### src/rtl/dm_pkg.sv
// Shared data-memory encodings (also used by the decoder's DMType) and the
// access-unit FSM state type.
package dm_pkg;

   typedef enum logic [2:0] {
      DM_WORD   = 3'b000,
      DM_HALF   = 3'b001,
      DM_HALF_U = 3'b010,
      DM_BYTE   = 3'b011,
      DM_BYTE_U = 3'b100
   } dm_type_e;

   typedef enum logic [1:0] {
      ST_IDLE = 2'd0,
      ST_REQ  = 2'd1,
      ST_DONE = 2'd2
   } dm_state_e;

   // Codes 101-111 fall into the word case here.
   function automatic logic is_misaligned(input logic [2:0] t, input logic [1:0] lo);
      logic mis;
      mis = 1'b0;
      case (t)
         DM_HALF, DM_HALF_U: mis = lo[0];
         DM_BYTE, DM_BYTE_U: mis = 1'b0;
         default:            mis = (lo != 2'b00);
      endcase
      return mis;
   endfunction

endpackage

### src/rtl/dm_lane_align.sv
// Combinational lane logic: store replication / byte enables and load lane
// select with sign or zero extension.
module dm_lane_align
   import dm_pkg::*;
(
   input  logic [1:0]  addr_lo,
   input  logic [2:0]  dm_type,
   input  logic [31:0] wdata,
   input  logic [31:0] rdata_word,
   output logic [3:0]  be,
   output logic [31:0] wdata_rep,
   output logic [31:0] rdata_ext
);

   logic [15:0] half_sel;
   logic [7:0]  byte_sel;

   assign half_sel = addr_lo[1] ? rdata_word[31:16] : rdata_word[15:0];
   assign byte_sel = rdata_word[{addr_lo, 3'b000} +: 8];

   // Lane choice ignores the low address bits that would make an access
   // misaligned, so forced-alignment needs no extra logic.
   always_comb begin
      be        = 4'b1111;
      wdata_rep = wdata;
      rdata_ext = rdata_word;
      case (dm_type)
         DM_HALF, DM_HALF_U: begin
            be        = addr_lo[1] ? 4'b1100 : 4'b0011;
            wdata_rep = {wdata[15:0], wdata[15:0]};
            rdata_ext = (dm_type == DM_HALF) ? {{16{half_sel[15]}}, half_sel}
                                             : {16'h0000, half_sel};
         end
         DM_BYTE, DM_BYTE_U: begin
            be        = 4'b0001 << addr_lo;
            wdata_rep = {4{wdata[7:0]}};
            rdata_ext = (dm_type == DM_BYTE) ? {{24{byte_sel[7]}}, byte_sel}
                                             : {24'h000000, byte_sel};
         end
         default: ;
      endcase
   end

endmodule

### src/rtl/dm_access_unit.sv
// MEM-stage data-memory access unit: req/ack bus transaction with stall.
// Optional DM_MISALIGN_TRAP_EN: misaligned accesses fault without bus activity.
module dm_access_unit
   import dm_pkg::*;
#(
   parameter int TIMEOUT = 255
) (
   input  logic        clk,
   input  logic        rst,
   input  logic        mem_read,
   input  logic        mem_write,
   input  logic [2:0]  dm_type,
   input  logic [31:0] addr,
   input  logic [31:0] wdata,
   output logic        stall,
   output logic [31:0] rdata,
   output logic        fault,
   output logic        bus_req,
   output logic        bus_we,
   output logic [31:0] bus_addr,
   output logic [3:0]  bus_be,
   output logic [31:0] bus_wdata,
   input  logic        bus_ack,
   input  logic [31:0] bus_rdata
);

   localparam int CW = (TIMEOUT < 2) ? 1 : $clog2(TIMEOUT);

   dm_state_e   state_reg;
   logic [2:0]  type_reg;
   logic [1:0]  addr_lo_reg;
   logic [CW-1:0] cnt_reg;
   logic [31:0] rdata_reg;
   logic        fault_reg;
   logic        bus_req_reg;
   logic        bus_we_reg;
   logic [31:0] bus_addr_reg;
   logic [3:0]  bus_be_reg;
   logic [31:0] bus_wdata_reg;

   logic        start;
   logic [1:0]  al_lo;
   logic [2:0]  al_type;
   logic [3:0]  al_be;
   logic [31:0] al_wdata;
   logic [31:0] al_rdata;

   assign start = mem_read | mem_write;
   assign stall = ((state_reg == ST_IDLE) & start) | (state_reg == ST_REQ);

   // The single aligner serves the incoming request in IDLE and the latched
   // request while waiting for read data.
   assign al_lo   = (state_reg == ST_IDLE) ? addr[1:0] : addr_lo_reg;
   assign al_type = (state_reg == ST_IDLE) ? dm_type   : type_reg;

   dm_lane_align u_align (
      .addr_lo    (al_lo),
      .dm_type    (al_type),
      .wdata      (wdata),
      .rdata_word (bus_rdata),
      .be         (al_be),
      .wdata_rep  (al_wdata),
      .rdata_ext  (al_rdata)
   );

   always_ff @(posedge clk) begin
      if (rst) begin
         state_reg     <= ST_IDLE;
         type_reg      <= 3'b000;
         addr_lo_reg   <= 2'b00;
         cnt_reg       <= '0;
         rdata_reg     <= 32'h0;
         fault_reg     <= 1'b0;
         bus_req_reg   <= 1'b0;
         bus_we_reg    <= 1'b0;
         bus_addr_reg  <= 32'h0;
         bus_be_reg    <= 4'b0000;
         bus_wdata_reg <= 32'h0;
      end else begin
         case (state_reg)
            ST_IDLE: begin
               if (start) begin
                  type_reg    <= dm_type;
                  addr_lo_reg <= addr[1:0];
                  cnt_reg     <= '0;
`ifdef DM_MISALIGN_TRAP_EN
                  if (is_misaligned(dm_type, addr[1:0])) begin
                     state_reg <= ST_DONE;
                     fault_reg <= 1'b1;
                     rdata_reg <= 32'h0;
                  end else
`endif
                  begin
                     state_reg     <= ST_REQ;
                     bus_req_reg   <= 1'b1;
                     bus_we_reg    <= mem_write;
                     bus_addr_reg  <= {addr[31:2], 2'b00};
                     bus_be_reg    <= al_be;
                     bus_wdata_reg <= mem_write ? al_wdata : 32'h0;
                  end
               end
            end
            ST_REQ: begin
               if (bus_ack || (cnt_reg == CW'(TIMEOUT - 1))) begin
                  state_reg     <= ST_DONE;
                  rdata_reg     <= (bus_ack && !bus_we_reg) ? al_rdata : 32'h0;
                  fault_reg     <= !bus_ack;
                  bus_req_reg   <= 1'b0;
                  bus_we_reg    <= 1'b0;
                  bus_addr_reg  <= 32'h0;
                  bus_be_reg    <= 4'b0000;
                  bus_wdata_reg <= 32'h0;
               end else begin
                  cnt_reg <= cnt_reg + 1'b1;
               end
            end
            ST_DONE: begin
               state_reg <= ST_IDLE;
               fault_reg <= 1'b0;
            end
            default: state_reg <= ST_IDLE;
         endcase
      end
   end

   assign rdata     = rdata_reg;
   assign fault     = fault_reg;
   assign bus_req   = bus_req_reg;
   assign bus_we    = bus_we_reg;
   assign bus_addr  = bus_addr_reg;
   assign bus_be    = bus_be_reg;
   assign bus_wdata = bus_wdata_reg;

endmodule

### config.mk
export PLATFORM = sky130hd
export DESIGN_NAME = dm_access_unit
export DESIGN_NICKNAME = d
export VERILOG_FILES = /design/src/rtl/dm_pkg.sv /design/src/rtl/dm_lane_align.sv /design/src/rtl/dm_access_unit.sv
export SDC_FILE = /design/constraint.sdc
export NUM_CORES = 1
export LEC_CHECK = 0
export ABC_AREA = 1
export CORE_UTILIZATION = 30
export DETAILED_ROUTE_END_ITERATION = 10
export GPL_TIMING_DRIVEN = 0
export HOLD_SLACK_MARGIN = 0.03
export SYNTH_ARGS = -nofsm -noshare
export SYNTH_HDL_FRONTEND = slang
export SYNTH_SLANG_ARGS = --single-unit
### constraint.sdc
create_clock -name clk -period 2.85 [get_ports clk]
set_clock_uncertainty 0.15 [all_clocks]
set_input_delay 0.4275 -clock clk [delete_from_list [all_inputs] [get_ports clk]]
set_output_delay 0.4275 -clock clk [all_outputs]
set_load 0.01 [all_outputs]
==> results.sh <==
export IMPL_hold_path_class="reg2reg"
export IMPL_cp_slowest_cell="clkdlybuf4s50_1"
export IMPL_drt_met1_wl_um=10500
export IMPL_grt_first_pass_wirelength_um=34500
export IMPL_r2r_end="bus_addr[16]$_SDFFE_PP0P_"
export IMPL_firstDrtPassIters=7
export IMPL_yosysWarnings=0
export IMPL_maxSlewHeadroom_pct=53.0
export IMPL_clockRootBuffer="clkbuf_16"
export IMPL_ys_seq_area_share_pct=38.2
export IMPL_timing_critical_path_from_type="input pin"
export IMPL_max_stage_delay_ps=510
export IMPL_final_cell_mix="260 x nand2_1, 204 x clkdlybuf4s50_1, 182 x nand3_1, 116 x dfxtp_1, 101 x a21oi_1"
export IMPL_h_tree_depth=4
export IMPL_wl_met2_um=10900
export IMPL_final_common_cell="nand2_1"
export IMPL_cts_num_sinks=116
export IMPL_ys_ff_latch=116
export IMPL_ff2ff_setup_slack_ps=650
export IMPL_drive_gt1_share_pct=8.33
export IMPL_io_pins=208
export IMPL_clock_path_buffers=2
export IMPL_place_gp_congestion=0.904
export IMPL_drv_slew=0
export IMPL_dp_slack_ps=-245
export IMPL_placed_cell_area_um2=8460
export IMPL_dp_hpwl_um=17400
export IMPL_grt_max_degree=17
export IMPL_drt_total_wl_um=23200
export IMPL_via_per_inst=4.79
export IMPL_vias=6797
export IMPL_cts_tree="yes"
export IMPL_drc=0
export IMPL_grt_ovfl_total=0
export IMPL_num_antenna_cells=0
export IMPL_reg2reg_depth=9
export IMPL_crit_reg2reg_launch="cnt_reg[0]$_SDFFE_PP0P_"
export IMPL_worstMarginPinSlew_ps=702
export IMPL_setup_violations_final=0
export IMPL_crit_family="buffers and inverters"
export IMPL_cts_hold_buf=0
export IMPL_arrival_ps=2250
export IMPL_cts_buffers=17
export IMPL_syn_inst=917
export IMPL_crit_end="stall"
export IMPL_cp_required_ps=2270
export IMPL_nFillCells=2119
export IMPL_cts_clk_slew_worst_paths_ps=50
export IMPL_wl_met3_um=1340
export IMPL_nets=1247
export IMPL_die_w_um=144
export IMPL_final_area_um2=9040
export IMPL_clk_latency_ps=420
export IMPL_whs_ps=313
export IMPL_wl_per_cell_um=16.4
export IMPL_die_h_um=144
export IMPL_cp_max_fo=10
export IMPL_power_density_nw_per_um2=611
export IMPL_cts_resized=3
export IMPL_path_buf_inv=4
export IMPL_synthesis_area_um2=6080
export IMPL_crit_type="in2out"
export IMPL_syn_area_per_cell_um2=6.63
export IMPL_start_util_pct=30.9
export IMPL_maxUsedRoutingLayer="met4"
export IMPL_endpoint_kind="output pin"
export IMPL_fmax_mhz=354
export IMPL_grt_setup_unrepaired="no"
export IMPL_grt_pass1_vias=6152
export IMPL_leakagePower_nw=3.71
export IMPL_antenna_found_initial=0
export IMPL_io_buffers=204
export IMPL_ant_nets=0
export IMPL_drt_iter0_drc=551
export IMPL_crit_chain="clkdlybuf4s50_1 -> o21ai_4 -> buf_4 -> buf_4 -> nand2_1 -> clkdlybuf4s50_1"
export IMPL_setup_ws_ps=27.3
export IMPL_postCtsSetupBuffers=0
export IMPL_synth_distinct_cells=36
export IMPL_ir_drop_mv=0.473
export IMPL_track_usage_pct=22.2
export IMPL_crit_start="mem_write"
export IMPL_timing_final_crit_share_pct=99.0
export IMPL_cap_violations=0
export IMPL_die_area_um2=20800
export IMPL_min_period_ps=2820
export IMPL_finalHoldViolations=0
export IMPL_status="finished, final reports clean"
export IMPL_coreArea_um2=19700
export IMPL_syn_to_final_growth_pct=48.7
export IMPL_fp_row_count=51
export IMPL_crit_cells=6
where the power goes:
group	leakage [nW]	total, W	switching (W)	internal (W)
logic	2.48	0.00162	0.000940	0.000676
registers	0.949	0.00182	0.0000660	0.00175
clock network	0.280	0.00210	0.000772	0.00132
total	3.71	0.00553	0.00178	0.00375
metrics by stage:
stage | total power (W) | util [%] | TNS, ps | std cells
CTS | 0.00555 | 46.0 | 0 | 1418
detailed placement | 0.00345 | 43.0 | -245 | 1387
global route | 0.00580 | 46.0 | 0 | 1418
finish | 0.00553 | 46.0 | 0 | 1418
global placement | 0.00344 | 43.0 | -252 | 1387
floorplan | 0.00275 | - | 0 | 918
synth_stat cells, drive strengths merged:
| cell type | count | area share [%] |
|---|---|---|
| clkbuf | 29 | 1.8 |
| and3 | 1 | 0.10 |
| nand3 | 195 | 17 |
| dfxtp | 116 | 38 |
| o211ai | 2 | 0.25 |
| or2 | 2 | 0.21 |
| clkinv | 1 | 0.062 |
| xor2 | 2 | 0.29 |
| nor2 | 14 | 0.91 |
| nand2 | 268 | 17 |
| o21bai | 1 | 0.12 |
| nand4 | 2 | 0.21 |
| nor3 | 2 | 0.25 |
| ha | 2 | 0.41 |
| buf | 35 | 3.9 |
| o21ai | 32 | 2.7 |
| inv | 99 | 6.2 |
| conb | 1 | 0.062 |
| nor3b | 1 | 0.12 |
| a21oi | 111 | 9.8 |
| o21a | 1 | 0.12 |
cell families (layout without fill, tap and decap cells):
| logic type | count (synthesis) | count (layout) | share of synthesized area (%) |
|---|---|---|---|
| AND/OR/NAND/NOR | 485 | 485 | 36.2 |
| buffers and inverters | 164 | 399 | 11.9 |
| AO/OA/AOI/OAI | 147 | 147 | 12.9 |
| flip-flops | 116 | 116 | 38.2 |
| adder cells (fa/ha/maj) | 2 | 2 | 0.411 |
| XOR/XNOR | 2 | 2 | 0.288 |
| other | 1 | 2 | 0.0617 |
worst min-delay path by stage:
stage                                           to  depth (start not counted)  slack, ps                      from
after global placement        bus_req$_SDFFE_PP0P_                          2        300      bus_req$_SDFFE_PP0P_
final                        rdata[3]$_SDFFE_PP0P_                          2        310     rdata[3]$_SDFFE_PP0P_
after floorplan           type_reg[2]$_SDFFE_PP0P_                          2        290  type_reg[2]$_SDFFE_PP0P_
after global routing         rdata[9]$_SDFFE_PP0P_                          2        330     rdata[9]$_SDFFE_PP0P_
after detailed placement     rdata[9]$_SDFFE_PP0P_                          2        310     rdata[9]$_SDFFE_PP0P_
after CTS                    rdata[9]$_SDFFE_PP0P_                          2        320     rdata[9]$_SDFFE_PP0P_
final cells by class:
type	instances	area, um2	area share, %
buffer	64	353	3.90
clock buffer	22	464	5.13
clock inverter	9	105	1.16
inverter	100	378	4.18
multi-input combinational	638	3050	33.7
sequential	116	2320	25.7
tap	265	332	3.67
timing repair buffer	204	2040	22.6
metal layers:
layer | GRT usage [%] | vias up
li1 | - | 3422
met2 | 34.8 | 201
met3 | 4.27 | 23
met1 | 30.2 | 3151
met5 | 0 | -
met4 | 7.53 | 0
tightest hold or removal path, delay by kind of cell, from the launching register on:
| family | cells | cell delay [ps] |
|---|---|---|
| compound gates | 1 | 50 |
| flops | 1 | 300 |
| simple gates | 1 | 60 |
No activity file was read; power rests on OpenSTA's default activity.
